### src/rtl/wallace_mul_sched.sv
// rtl/wallace_mul_sched.sv - round-robin scheduler sharing one 32x32 multiplier between two requesters
// Optional feature macro: WALLACE_MUL_SIGNED_EN (two's complement operands via sign-magnitude).

// Combinational 32x32 -> 64 unsigned multiplier; carry-save reduction is left to synthesis.
module create (
  input  logic [31:0] a,
  input  logic [31:0] b,
  output logic [63:0] s
);
  assign s = {32'd0, a} * {32'd0, b};
endmodule

module wallace_mul_sched #(
  parameter int WIDTH       = 32,
  parameter int CALC_CYCLES = 1
) (
  input  logic               clk,
  input  logic               rst,
  input  logic               req0_valid,
  output logic               req0_ready,
  input  logic [WIDTH-1:0]   req0_a,
  input  logic [WIDTH-1:0]   req0_b,
  input  logic               req1_valid,
  output logic               req1_ready,
  input  logic [WIDTH-1:0]   req1_a,
  input  logic [WIDTH-1:0]   req1_b,
  output logic               res_valid,
  input  logic               res_ready,
  output logic               res_id,
  output logic [2*WIDTH-1:0] res_p,
  output logic               busy
);

  typedef enum logic [1:0] {IDLE, CALC, HOLD} state_t;

  localparam logic [3:0] CNT_INIT = 4'(CALC_CYCLES - 1);

  state_t             state_q, state_d;
  logic [WIDTH-1:0]   a_q, a_d, b_q, b_d;
  logic               id_q, id_d;
  logic               last_grant_q, last_grant_d;
  logic [3:0]         cnt_q, cnt_d;
  logic               res_valid_q, res_valid_d;
  logic               res_id_q, res_id_d;
  logic [2*WIDTH-1:0] res_p_q, res_p_d;

  logic               grant;
  logic [WIDTH-1:0]   sel_a, sel_b, op_a, op_b;
  logic [2*WIDTH-1:0] prod, prod_res;

`ifdef WALLACE_MUL_SIGNED_EN
  logic sign_q, sign_d;
`endif

  // Round-robin pick: a lone requester wins, a tie goes to whoever was not served last.
  always_comb begin
    grant = req1_valid;
    if (req0_valid && req1_valid) grant = ~last_grant_q;
    sel_a = grant ? req1_a : req0_a;
    sel_b = grant ? req1_b : req0_b;
  end

  assign req0_ready = (state_q == IDLE) & ~grant & req0_valid;
  assign req1_ready = (state_q == IDLE) &  grant & req1_valid;

  // Operand conditioning: magnitudes in signed mode so the shared core stays unsigned.
  always_comb begin
    op_a = sel_a;
    op_b = sel_b;
`ifdef WALLACE_MUL_SIGNED_EN
    if (sel_a[WIDTH-1]) op_a = ~sel_a + 1'b1;
    if (sel_b[WIDTH-1]) op_b = ~sel_b + 1'b1;
`endif
  end

  create u_create (
    .a (a_q),
    .b (b_q),
    .s (prod)
  );

  // Restore the sign of the product before it is captured.
  always_comb begin
    prod_res = prod;
`ifdef WALLACE_MUL_SIGNED_EN
    if (sign_q) prod_res = ~prod + 1'b1;
`endif
  end

  // Job sequencing: accept one job, count out the settle time, hold the result until taken.
  always_comb begin
    state_d      = state_q;
    a_d          = a_q;
    b_d          = b_q;
    id_d         = id_q;
    last_grant_d = last_grant_q;
    cnt_d        = cnt_q;
    res_valid_d  = res_valid_q;
    res_id_d     = res_id_q;
    res_p_d      = res_p_q;
`ifdef WALLACE_MUL_SIGNED_EN
    sign_d       = sign_q;
`endif
    case (state_q)
      IDLE: begin
        if (req0_valid || req1_valid) begin
          a_d          = op_a;
          b_d          = op_b;
          id_d         = grant;
          last_grant_d = grant;
          cnt_d        = CNT_INIT;
          state_d      = CALC;
`ifdef WALLACE_MUL_SIGNED_EN
          sign_d       = sel_a[WIDTH-1] ^ sel_b[WIDTH-1];
`endif
        end
      end
      CALC: begin
        if (cnt_q == 4'd0) begin
          res_p_d     = prod_res;
          res_id_d    = id_q;
          res_valid_d = 1'b1;
          state_d     = HOLD;
        end else begin
          cnt_d = cnt_q - 4'd1;
        end
      end
      HOLD: begin
        if (res_ready) begin
          res_valid_d = 1'b0;
          state_d     = IDLE;
        end
      end
      default: state_d = IDLE;
    endcase
  end

  // State and datapath registers; reset abandons any job in progress.
  always_ff @(posedge clk or posedge rst) begin
    if (rst) begin
      state_q      <= IDLE;
      a_q          <= '0;
      b_q          <= '0;
      id_q         <= 1'b0;
      last_grant_q <= 1'b1;
      cnt_q        <= 4'd0;
      res_valid_q  <= 1'b0;
      res_id_q     <= 1'b0;
      res_p_q      <= '0;
`ifdef WALLACE_MUL_SIGNED_EN
      sign_q       <= 1'b0;
`endif
    end else begin
      state_q      <= state_d;
      a_q          <= a_d;
      b_q          <= b_d;
      id_q         <= id_d;
      last_grant_q <= last_grant_d;
      cnt_q        <= cnt_d;
      res_valid_q  <= res_valid_d;
      res_id_q     <= res_id_d;
      res_p_q      <= res_p_d;
`ifdef WALLACE_MUL_SIGNED_EN
      sign_q       <= sign_d;
`endif
    end
  end

  assign res_valid = res_valid_q;
  assign res_id    = res_id_q;
  assign res_p     = res_p_q;
  assign busy      = (state_q != IDLE);

endmodule
### config.mk
export PLATFORM = sky130hd
export DESIGN_NAME = wallace_mul_sched
export DESIGN_NICKNAME = d
export VERILOG_FILES = /design/src/rtl/wallace_mul_sched.sv
export SDC_FILE = /design/constraint.sdc
export NUM_CORES = 2
export LEC_CHECK = 0
export CAP_MARGIN = 20
export CORE_UTILIZATION = 60
export DETAILED_ROUTE_END_ITERATION = 7
export GPL_ROUTABILITY_DRIVEN = 0
export MAX_ROUTING_LAYER = met4
export PLACE_DENSITY = 0.8
export RECOVER_POWER = 50
export SYNTH_ARGS = -nofsm -noshare
export SYNTH_HDL_FRONTEND = slang
export SYNTH_SLANG_ARGS = --single-unit
### constraint.sdc
create_clock -name clk -period 10.3 [get_ports clk]
set_clock_uncertainty 0.05 [all_clocks]
set_input_delay 2.06 -clock clk [delete_from_list [all_inputs] [get_ports clk]]
set_output_delay 2.06 -clock clk [all_outputs]
set_load 0.01 [all_outputs]
* Yosys cells after proc, flatten, opt, wreduce, memory -nomap -nowiden
Cells that the tools add are included.
** Operators by class
- Multiplexer cells :: 13
- $mul :: 1
- Reductions and logical operators :: 12
- Equal/unequal tests :: 6
- Add/subtract/negate cells :: 1
- Bitwise operators :: 6
** Operators with widths (count)
- $mul 32x32->64 :: 1
- $mux 32 :: 2
- $reduce_and 3->1 :: 3
- $mux 4 :: 2
- $pmux 4 s2 :: 1
- $mux 2 :: 3
- $ne 2x2->1 const B :: 3
- $pmux 2 s3 :: 1
- $reduce_bool 2->1 :: 3
- $and 1x1->1 :: 4
- $logic_not 4->1 :: 1
- $reduce_and 2->1 :: 2
- $sub 4x1->4 const B :: 1
- $mux 1 :: 3
- $eq 2x1->1 const B :: 1
- $eq 2x2->1 const B :: 1
- $logic_not 2->1 :: 1
- $ne 2x1->1 const B :: 1
- $not 1->1 :: 2
- $pmux 1 s2 :: 1
- $logic_and 1x1->1 :: 1
- $logic_or 1x1->1 :: 1
** Storage, ports and cells
- Register bits after elaboration :: 138
- Logic and storage cells :: 48
- Input bits :: 133
- Output and inout port bits :: 69

* Logic depth before layout (Yosys ltp)
- Depth in word-level cells :: 5
- Gate-level depth with buffers :: 28
- Gate-level depth less buffers :: 26

* By module
A second synthesis with hierarchy kept.
** Unflattened totals
- Cell total of the unflattened synthesis :: 4258
- Area total of the unflattened synthesis :: 39530.4 um2
** By module, submodules not included
- create :: cells each 3712, area an instance 33503.4 um2, times used 1, sequential area each 0.0 um2
- wallace_mul_sched :: cells each 546, area an instance 6027.0 um2, times used 1, sequential area each 3454.6 um2

* Least setup slack after synthesis
Ideal clock, no wire load.
- Kind :: register to register
- Start point :: register b_q[2]
- End point :: register res_p_q[48] (netlist: res_p[48])
- Required time :: 10.119 ns
- Stages on the path, launching flop included :: 24
- Setup slack :: 3.121 ns
- Data arrival time :: 6.997 ns
- Clock period less this slack :: 7.179 ns
- Cells stage by stage :: dfrtp_1 > clkbuf_1 > and2_1 > fa_1 > inv_1 > fa_1 > fa_1 > fa_1 > inv_1 > fa_1 > fa_1 > fa_1 > fa_1 > ha_1 > clkbuf_1 > a21o_1 > a221o_1 > a31oi_1 > o41a_1 > o21ai_2 > a31oi_2 > o21ai_1 > nor4b_1 > or3_1
** Between the ends
- Word-level cells in the longest chain between the ends :: 1
** Ends and longest elaborated chain
- start: declaration :: line 39 : logic [WIDTH-1:0] a_q, a_d, b_q, b_d;
- start signal: assignment :: line 143 : b_q <= '0;
- start signal: assignment :: line 156 : b_q <= b_d;
- $mul 32x32->64 :: line 10 : assign s = {32'd0, a} * {32'd0, b};
- end signal: assignment :: line 162 : res_p_q <= res_p_d;
- end: declaration :: line 45 : logic [2*WIDTH-1:0] res_p_q, res_p_d;
No other way between the ends.
A chain may end at the register's enable or synchronous reset.

* Worst setup path after layout
- Start point :: register b_q[10]
- End point :: register res_p_q[57] (netlist: res_p[57])
Same word-level chain as after synthesis.

==> results.ini <==
[layout]
nFillCells = 5081
area_growth_pct = 8.48
nets = 5565
layout-drive-gt1-share_pct = 2.80

[sta]
finalMaxSlewViolations = 195
fmax_mhz = 119
period_needed_ns = 8.43
setup_viol = 0
maxSlewHeadroom_pct = -138
fin_crit_sh_pct = 81.9
worstMarginPinSlew_ns = 3.55
rsz0062_at_grt = false
finalSetupTns_ns = 0
final-hold-violation-count = 0

[clock_tree]
clk_latency_ns = 0.50
cts_sinks = 138
numCtsBuffers = 17
cts_tree = done
clockBufferDepth = 2
path_clk_slew_ns = 0.07
ctsHtreeMaxLevel = 4
cts_resized = 0
cts_hold_buf = 0
cts_setup_buffers = 0
cts_root_buf = clkbuf_16

[global_route]
grt-ovfl-total = 0
grt_pass1_vias = 31400
grt_max_degree = 100
grt_pass1_wl_microns = 164000
antenna_found_initial = 1
grt_usage_pct = 33.1

[route]
wirelength_microns = 100000
vias = 29000
drc_errors = 0
wire_per_inst_microns = 19.5
drtPass1Iterations = 6
antenna_left = 0
avgViaCountPerCell = 5.65
drt-initial-drc-count = 2157

[placement]
dpl.hpwl_microns = 80900
io_buffers = 201

[yosys]
synth_top_area_cell = fa_1
synth-edff-count = 0
async_flop_share_pct = 100
syn_nets = 5528
synth_area_leaders = fa_1 46%, and2_1 9.7%, dfrtp_1 8.8%, ha_1 8.5%, inv_1 8.3%
ys_ff_latch = 138
netlist_area_sq_um = 38900
yosysUniqueCellTypes = 59
avgSynthCellArea_sq_um = 9.19
synth_ff_type = dfrtp_1
yosysWarnings = 0
synth_top_area_share_pct = 46.1
synthCells = 4234
seq_area_frac_synth_pct = 8.87

[run]
cap_violations = 3

[setup_path]
cp.required_ns = 10.68
r2r_setup_slack_ns = 1.87
critPathCaptureType = flip-flop
cp.arrival_ns = 8.81
regToRegEndpoint = res_p[57]
path_common_cell = fa_1
worst-path-buf-inv = 3
worstPathMaxFanout = 25
cp_slowest_cell = dfrtp_1
path_delay_family = adder cells
start_kind = flip-flop
cpPeakStageDelay_ns = 0.69
r2r-start = b_q[10]
path_cells = buf_4 -> and2_1 -> fa_1 -> fa_1 -> inv_1 -> fa_1 -> fa_1 -> fa_1 -> inv_1 -> fa_1 -> fa_1 -> fa_1 -> ha_1 -> nand4_1 -> or3_1 -> a2111o_1 -> a211oi_2 -> nor3_1 -> o21ai_1 -> nand2_1 -> or4_1 -> nand3_1
critPathKind = flip-flop to flip-flop
reg2reg_depth = 22

[die]
pin_count = 202
fp-row-count = 93
fp.dieArea_sq_um = 65900
die_h_microns = 257
die_x_microns = 257
core_sq_um = 64200
start_util_pct = 60.6

[hold_path]
hold_start = res_p[42]
whs_endpoint = res_p[42]
worstHoldPathCells = 2
holdCritPathClass = flip-flop to flip-flop

[outcome]
status = complete, but fails checks
violations = capacitance limit, slew limit

==> through the flow <==
stage / utilization [%] / hold WS [ns] / worst slack [ns] / instances / area [sq um]
2_1_floorplan: - / 0.389 / 3.12 / 4234 / 38900
3_3_place_gp: 64.8 / 0.399 / 2.03 / 5104 / 41600
3_5_place_dp: 64.8 / 0.406 / 1.91 / 5105 / 41600
4_1_cts: 65.7 / 0.424 / 1.89 / 5137 / 42200
5_1_grt: 65.7 / 0.450 / 1.50 / 5139 / 42200
6_report: 65.7 / 0.422 / 1.87 / 5140 / 42200
==> worst max-delay path by stage <==
stage	from	to	slack, ns	cells after the start
5_1_grt	b_q[10]	res_p[57]	1.50	22
4_1_cts	a_q[10]	res_p[62]	1.89	24
3_5_place_dp	a_q[10]	res_p[57]	1.91	21
2_1_floorplan	b_q[2]	res_p[48]	3.12	23
6_report	b_q[10]	res_p[57]	1.87	22
3_3_place_gp	a_q[8]	res_p[57]	2.03	23
==> worst register-to-register path, stage by stage (launching register included) <==
cell and delay, ns:
dfrtp_1 0.69, buf_4 0.43, and2_1 0.21, fa_1 0.45, fa_1 0.56, inv_1 0.06, fa_1 0.57, fa_1 0.46
fa_1 0.55, inv_1 0.06, fa_1 0.48, fa_1 0.52, fa_1 0.42, ha_1 0.42, nand4_1 0.19, or3_1 0.37
a2111o_1 0.39, a211oi_2 0.38, nor3_1 0.13, o21ai_1 0.28, nand2_1 0.15, or4_1 0.48, nand3_1 0.08
==> cell usage after synthesis (3+ instances only) <==
cell / count
mux2_2: 3
o211ai_1: 3
a21o_1: 29
nand3_1: 25
nor2_1: 43
nor3_1: 9
o21ai_1: 20
or3_1: 7
a21oi_1: 60
xnor2_1: 35
o21ai_0: 132
o21a_1: 6
nand4_1: 28
o31ai_1: 4
nor4b_1: 4
a31oi_1: 8
fa_1: 896
buf_1: 9
clkbuf_1: 246
nand2_1: 619
o21bai_1: 19
a211o_1: 3
dfrtp_1: 137
ha_1: 265
inv_1: 862
nand2b_1: 10
and2_1: 606
xor2_1: 22
nor4_1: 3
a211oi_1: 6
o311ai_0: 4
mux2i_1: 65
a221oi_1: 4
and3_1: 9
nor2b_1: 6
==> cells in the final DEF (no fill, tap or decap), types with 4 or more instances in the layout <==
| cell type | Yosys | final |
|---|---|---|
| o21ai_1 | 20 | 19 |
| o311ai_0 | 4 | 4 |
| a211oi_1 | 6 | 6 |
| or3_1 | 7 | 7 |
| a31oi_1 | 8 | 8 |
| clkbuf_16 | 0 | 17 |
| xnor2_1 | 35 | 35 |
| nand3_1 | 25 | 25 |
| nand4_1 | 28 | 28 |
| buf_4 | 0 | 70 |
| inv_6 | 0 | 4 |
| nor2_1 | 43 | 43 |
| and3_1 | 9 | 9 |
| fa_1 | 896 | 896 |
| clkinvlp_4 | 0 | 4 |
| nor3_1 | 9 | 9 |
| a21oi_1 | 60 | 60 |
| inv_1 | 862 | 861 |
| a221oi_1 | 4 | 4 |
| nand2b_1 | 10 | 10 |
| ha_1 | 265 | 265 |
| o21a_1 | 6 | 6 |
| xor2_1 | 22 | 22 |
| o31ai_1 | 4 | 4 |
| and2_1 | 606 | 606 |
| a21o_1 | 29 | 29 |
| nor4b_1 | 4 | 4 |
| o21bai_1 | 19 | 19 |
| dfrtp_1 | 137 | 136 |
| nor2b_1 | 6 | 6 |
| clkdlybuf4s50_1 | 0 | 136 |
| o21ai_0 | 132 | 133 |
| dlygate4sd3_1 | 0 | 65 |
| nand2_1 | 619 | 619 |
| mux2i_1 | 65 | 65 |
==> area by class of cell <==
class	count	area, sq um	area share [%]
Multi-Input combinational cell	2977	31300	74.1
Antenna cell	1	2.50	0.00593
Inverter	862	3240	7.67
Clock buffer	17	425	1.01
Clock inverter	15	155	0.367
Tap cell	855	1070	2.53
Timing Repair Buffer	275	2600	6.16
Sequential cell	138	3460	8.18
==> kinds of logic after synthesis <==
| kind of cell | Yosys count | share of synthesized area [%] |
|---|---|---|
| multiplexers | 68 | 1.76 |
| AO/OA/AOI/OAI | 316 | 4.90 |
| AND/OR/NAND/NOR | 1375 | 17.8 |
| buffers and inverters | 1119 | 10.8 |
| XOR/XNOR | 57 | 1.28 |
| adder cells (fa/ha/maj) | 1161 | 54.6 |
| flip-flops | 138 | 8.87 |
==> metal layers <==
metal	share of wire, %	GRT usage, %	up-vias
met5	0	-	-
met4	7.4	21.4	0
met3	5.9	3.79	398
met2	51	55.5	1236
met1	35	37.6	14800
li1	-	-	12600
==> flip-flops by register name (all words and copies together), names as in the netlist <==
register and count:
a_q 32, last_grant_q 1, res_id 1, res_valid 1, id_q 1, cnt_q 4
res_p 64, b_q 32, state_q 2
Power is not shown: default switching activity piles up to over one toggle a cycle in this logic, so the estimate is an artifact.
